<file path="config.mk">
export PLATFORM = sky130hd
export DESIGN_NAME = sync_debounce_flat
export DESIGN_NICKNAME = d
export VERILOG_FILES = /design/src/rtl/sync_debounce_if.sv /design/src/rtl/sync_debounce.sv /design/src/flat_wrapper.sv
export SDC_FILE = /design/constraint.sdc
export NUM_CORES = 1
export LEC_CHECK = 0
export ABC_AREA = 0
export CORE_AREA = 2 2 39 41
export DETAILED_ROUTE_END_ITERATION = 10
export DIE_AREA = 0 0 41 43
export PLACE_DENSITY = 0.42
export SLEW_MARGIN = 0
export SYNTH_ARGS = -nofsm -noshare
export SYNTH_HDL_FRONTEND = slang
export SYNTH_SLANG_ARGS = --single-unit
</file>
<file path="constraint.sdc">
create_clock -name clk -period 1 [get_ports clk]
set_input_delay 0.25 -clock clk [delete_from_list [all_inputs] [get_ports clk]]
set_output_delay 0.25 -clock clk [all_outputs]
set_load 0.05 [all_outputs]
</file>
<file path="src/rtl/sync_debounce_if.sv">
// Purpose: groups the per-channel data signals of sync_debounce.
//   direct_in    : raw asynchronous levels driven by the source
//   filtered_out : synchronised, debounced level per channel
//   rise_pulse   : one-cycle strobe when filtered_out[i] goes 0->1
//   fall_pulse   : one-cycle strobe when filtered_out[i] goes 1->0
// master drives direct_in and observes the results; slave is the debouncer.
interface sync_debounce_if #(
  parameter int unsigned WIDTH = 1
);
  logic [WIDTH-1:0] direct_in;
  logic [WIDTH-1:0] filtered_out;
  logic [WIDTH-1:0] rise_pulse;
  logic [WIDTH-1:0] fall_pulse;

  modport master (
    output direct_in,
    input  filtered_out,
    input  rise_pulse,
    input  fall_pulse
  );

  modport slave (
    input  direct_in,
    output filtered_out,
    output rise_pulse,
    output fall_pulse
  );
endinterface

</file>
<file path="src/rtl/sync_debounce.sv">
// Purpose: per-channel synchroniser + debounce filter with edge strobes.
// Ports:
//   clk   : single clock, all state changes on its rising edge
//   reset : synchronous, active-high; preloads every stage with direct_in
//   bus   : sync_debounce_if.slave (direct_in in; filtered_out,
//           rise_pulse, fall_pulse out, all registered)
// A level first sampled at edge k and held appears on filtered_out at edge
// k + SYNC_STAGES + DEBOUNCE_CYCLES - 1.
module sync_debounce #(
  parameter int unsigned WIDTH           = 1,
  parameter int unsigned SYNC_STAGES     = 2,
  parameter int unsigned DEBOUNCE_CYCLES = 1
) (
  input  logic              clk,
  input  logic              reset,
  sync_debounce_if.slave    bus
);

  // Counter only needs to reach DEBOUNCE_CYCLES-1; keep at least one bit.
  localparam int unsigned CNT_W = (DEBOUNCE_CYCLES > 1) ? $clog2(DEBOUNCE_CYCLES) : 1;
  localparam logic [CNT_W-1:0] CNT_LAST = CNT_W'(DEBOUNCE_CYCLES - 1);

  // Refuse illegal configurations at elaboration.
  if (WIDTH < 1 || SYNC_STAGES < 2 || DEBOUNCE_CYCLES < 1) begin : g_param_check
    $error("sync_debounce: need WIDTH>=1, SYNC_STAGES>=2, DEBOUNCE_CYCLES>=1");
  end

  logic [WIDTH-1:0] filt_vec;
  logic [WIDTH-1:0] rise_vec;
  logic [WIDTH-1:0] fall_vec;

  for (genvar i = 0; i < WIDTH; i++) begin : g_ch
    logic [SYNC_STAGES-1:0] sync_q;
    logic [CNT_W-1:0]       cnt_q;
    logic                   filt_q;
    logic                   rise_q;
    logic                   fall_q;
    logic                   synced_c;
    logic                   mismatch_c;
    logic                   accept_c;

    // Last synchroniser stage is the only one the filter may look at.
    assign synced_c   = sync_q[SYNC_STAGES-1];
    assign mismatch_c = (synced_c != filt_q);
    // Accept on the DEBOUNCE_CYCLES-th consecutive mismatching edge.
    assign accept_c   = mismatch_c && (cnt_q == CNT_LAST);

    // Synchroniser chain, debounce counter, filtered level and strobes.
    always_ff @(posedge clk) begin
      if (reset) begin
        // Preload with the live input so nothing looks like a change after reset.
        sync_q <= {SYNC_STAGES{bus.direct_in[i]}};
        filt_q <= bus.direct_in[i];
        cnt_q  <= '0;
        rise_q <= 1'b0;
        fall_q <= 1'b0;
      end else begin
        sync_q <= {sync_q[SYNC_STAGES-2:0], bus.direct_in[i]};
        rise_q <= accept_c & synced_c;
        fall_q <= accept_c & ~synced_c;
        // Any agreeing edge discards a partial count; a completed count restarts.
        if (!mismatch_c || accept_c) begin
          cnt_q <= '0;
        end else begin
          cnt_q <= cnt_q + CNT_W'(1);
        end
        if (accept_c) begin
          filt_q <= synced_c;
        end
      end
    end

    assign filt_vec[i] = filt_q;
    assign rise_vec[i] = rise_q;
    assign fall_vec[i] = fall_q;
  end

  assign bus.filtered_out = filt_vec;
  assign bus.rise_pulse   = rise_vec;
  assign bus.fall_pulse   = fall_vec;

endmodule

</file>
<file path="src/flat_wrapper.sv">
// flat-port wrapper written by rule: the top's interface ports become plain ports
module sync_debounce_flat 
#(
  parameter int unsigned WIDTH           = 1,
  parameter int unsigned SYNC_STAGES     = 2,
  parameter int unsigned DEBOUNCE_CYCLES = 1
)
  (clk, reset, bus_direct_in, bus_filtered_out, bus_rise_pulse, bus_fall_pulse);
  sync_debounce_if #(.WIDTH(WIDTH)) bus_i ();
  input  logic clk;
  input  logic reset;
  input wire logic [$bits(bus_i.direct_in)-1:0] bus_direct_in;
  output wire logic [$bits(bus_i.filtered_out)-1:0] bus_filtered_out;
  output wire logic [$bits(bus_i.rise_pulse)-1:0] bus_rise_pulse;
  output wire logic [$bits(bus_i.fall_pulse)-1:0] bus_fall_pulse;
  assign bus_i.direct_in = bus_direct_in;
  assign bus_filtered_out = bus_i.filtered_out;
  assign bus_rise_pulse = bus_i.rise_pulse;
  assign bus_fall_pulse = bus_i.fall_pulse;
  sync_debounce #(.WIDTH(WIDTH), .SYNC_STAGES(SYNC_STAGES), .DEBOUNCE_CYCLES(DEBOUNCE_CYCLES)) u_core (.clk(clk), .reset(reset), .bus(bus_i));
endmodule
</file>
==> flow_metrics.tcl <==
set metrics [dict create \
    worstPathArrival_ns 0.92 \
    antenna_found_initial 0 \
    clock-root-buffer "clkbuf_4" \
    clk_pin_slew_ns 0.05 \
    rr_startpoint "u_core.bus.filtered_out" \
    cp-startpoint "u_core.bus.filtered_out" \
    clock_path_buffers 2 \
    period_needed_ns 1.17 \
    drt_wl_total_um 310 \
    synthCells 16 \
    critPathKind "reg2out" \
    fin_crit_sh_pct 117 \
    drt-pass1-iter-count 1 \
    hold_violations 0 \
    max_freq_mhz 852 \
    yosysMostFrequentCell "dfxtp_1" \
    ys_seq_area_share_pct 65.4 \
    crit_path_end_kind "output port" \
    die_width_um 41 \
    synth_edf_count 1 \
    drc 0 \
    cap_violations 0 \
    rr_endpoint "u_core.bus.filtered_out" \
    grt_max_degree 6 \
    ys_top_cells_by_count "dfxtp_1 (5), inv_1 (2), o21ai_0 (2)" \
    synth_top_family_by_area "simple AND/OR/NAND/NOR gates" \
    status "complete, but fails checks" \
    synth_adder_area_share_pct 0 \
    r2r_slack_ns -0.10 \
    cts-buffers-inserted 3 \
    setup_viol 2 \
    diodes 0 \
    r2r_cells 3 \
    fin_nets 33 \
    syn_to_final_growth_pct 83.0 \
    rsz0062_at_grt "yes" \
    hold_slack_ns 0.311 \
    crit_path_end "bus_filtered_out" \
    overflow 0 \
    grt_usage_pct 4.93 \
    yosys.area.top_type "dfxtp_1" \
    finalClockSkew_ns 0.0104 \
    synth_nets 19 \
    dieArea_um2 1760 \
    synth_area_per_cell_um2 12.4 \
    met3_length_um 53 \
    drive_gt1_share_pct 48.3 \
    ios 6 \
    netlist.area_leader.share_pct 50.3 \
    tritoncts "done" \
    required_ns 0.75 \
    cp-start-kind "flip-flop" \
    drt-met1-wl_um 112 \
    holdPathStages 2 \
    core_um2 1380 \
    violations "setup timing" \
    synth_ff_type "dfxtp_1" \
    utilization_pct 26.3 \
    rows 14 \
    placed_area_um2 314 \
    ys_ff_latch 6 \
    worstSkewPairLatency_ns 0.25 \
    power_density_nw_per_um2 1750 \
    synth_area_um2 199 \
    hold_class "in2reg" \
    async_flop_share_pct 0 \
    synth-compound-area-share_pct 8.81 \
    top_layer "met3" \
    num_vias 156 \
    synthXorXnorAreaFrac_pct 4.40 \
    ant_nets 0 \
    grt_pass1_wl_um 517 \
    slew_viol_final 0 \
    synthMuxAreaShare_pct 0 \
    grt_pass1_vias 143 \
    die_y_um 43 \
    cp_max_fo 2 \
    vias_per_cell 3.47 \
    ys_top_cells_by_area "dfxtp_1 (50%), edfxtp_1 (15%), nor4b_2 (7.5%)" \
    start_util_pct 14.4 \
    ir_drop_mv 0.933 \
    cts.sinks 6 \
    synth.distinct_cells 10 \
    leakage_uw 0.000157 \
    portBuffers 5 \
    drtIter0Drc 0 \
    place_congestion 0.691 \
    detail_route.wl_per_cell_um 6.89 \
    yosys.area_share.simple_pct 15.7 \
    htree_num_levels 1 \
    finalWorstSetupSlack_ns -0.174 \
    met2_length_um 144 \
    hold_start "reset" \
    final_area_um2 364 \
    ys_warn_count 0 \
]
==> placed cells by master (no fill, tap or decap) <==
| cell type | Yosys | layout |
|---|---|---|
| nand2_1 | 1 | 1 |
| edfxtp_1 | 1 | 1 |
| nor4b_2 | 1 | 1 |
| buf_6 | 0 | 1 |
| o21bai_1 | 1 | 1 |
| o21ai_0 | 2 | 2 |
| clkdlybuf4s50_1 | 0 | 1 |
| conb_1 | 1 | 1 |
| buf_4 | 0 | 3 |
| dlymetal6s2s_1 | 0 | 1 |
| xnor2_1 | 1 | 1 |
| dfxtp_2 | 0 | 2 |
| clkbuf_4 | 0 | 3 |
| nor4_2 | 1 | 1 |
| buf_12 | 0 | 3 |
| clkbuf_1 | 0 | 1 |
| dfxtp_1 | 5 | 3 |
| inv_1 | 2 | 2 |
==> critical path: stages (launching register included) <==
cell,delay (ns)
edfxtp_1,0.40
buf_6,0.14
buf_12,0.13
==> registers in the layout, summed over array words and instances, names as in the netlist <==
register / count
u_core.bus.fall_pulse: 1
u_core.bus.filtered_out: 1
u_core.bus.rise_pulse: 1
u_core.g_ch.sync_q: 2
u_core.g_ch.cnt_q: 1
==> layout make-up <==
type	instances	area, um2
sequential	6	133
tap	16	20.0
multi-input combinational	8	61.3
timing repair buffer	9	116
inverter	2	7.51
clock buffer	4	26.3
fill	147	1020
==> cells by family (layout without fill, tap and decap cells) <==
group | after synthesis | count (layout)
flops | 6 | 6
buf+inv | 2 | 15
other cells | 1 | 1
compound gates | 3 | 3
simple gates | 3 | 3
xor+xnor | 1 | 1
==> through the flow <==
step                setup slack (ns)  total power [uW]  TNS (ns)  instances
floorplan                     -0.264               324    -0.285         16
global placement              -0.214               381    -0.736         39
detailed placement            -0.220               382    -0.807         39
CTS                           -0.173               649    -0.280         45
global route                  -0.212               680    -0.384         45
finish                        -0.174               638    -0.276         45
==> timing repair <==
action | in CTS | in global routing
gates resized for setup | 1 | 3
hold buffers | 0 | 0
buffers inserted | 2 | 0
endpoints found under the setup margin | 1 | 5
gates cloned | 0 | 0
==> power breakdown <==
group / leakage, uW / total (uW) / switching [uW] / internal [uW]
clock network: 0.0000150 / 246 / 94.4 / 152
registers: 0.0000527 / 275 / 11.1 / 263
logic: 0.0000896 / 118 / 51.1 / 66.6
total: 0.000157 / 638 / 157 / 482
==> metal layers <==
layer,up-vias,track usage [%]
met5,-,0
met4,0,2.00
met3,0,6.28
met2,9,6.56
met1,69,4.21
li1,78,-
==> worst min path at each step <==
| stage | end | slack (ns) |
|---|---|---|
| floorplan | u_core.g_ch[0].sync_q[0] | 0.28 |
| global placement | u_core.g_ch[0].sync_q[1] | 0.42 |
| detailed placement | u_core.g_ch[0].sync_q[1] | 0.44 |
| CTS | u_core.g_ch[0].sync_q[1] | 0.44 |
| global route | u_core.g_ch[0].sync_q[1] | 0.34 |
| finish | u_core.g_ch[0].sync_q[1] | 0.31 |
Power figures use the tool's default switching activity.
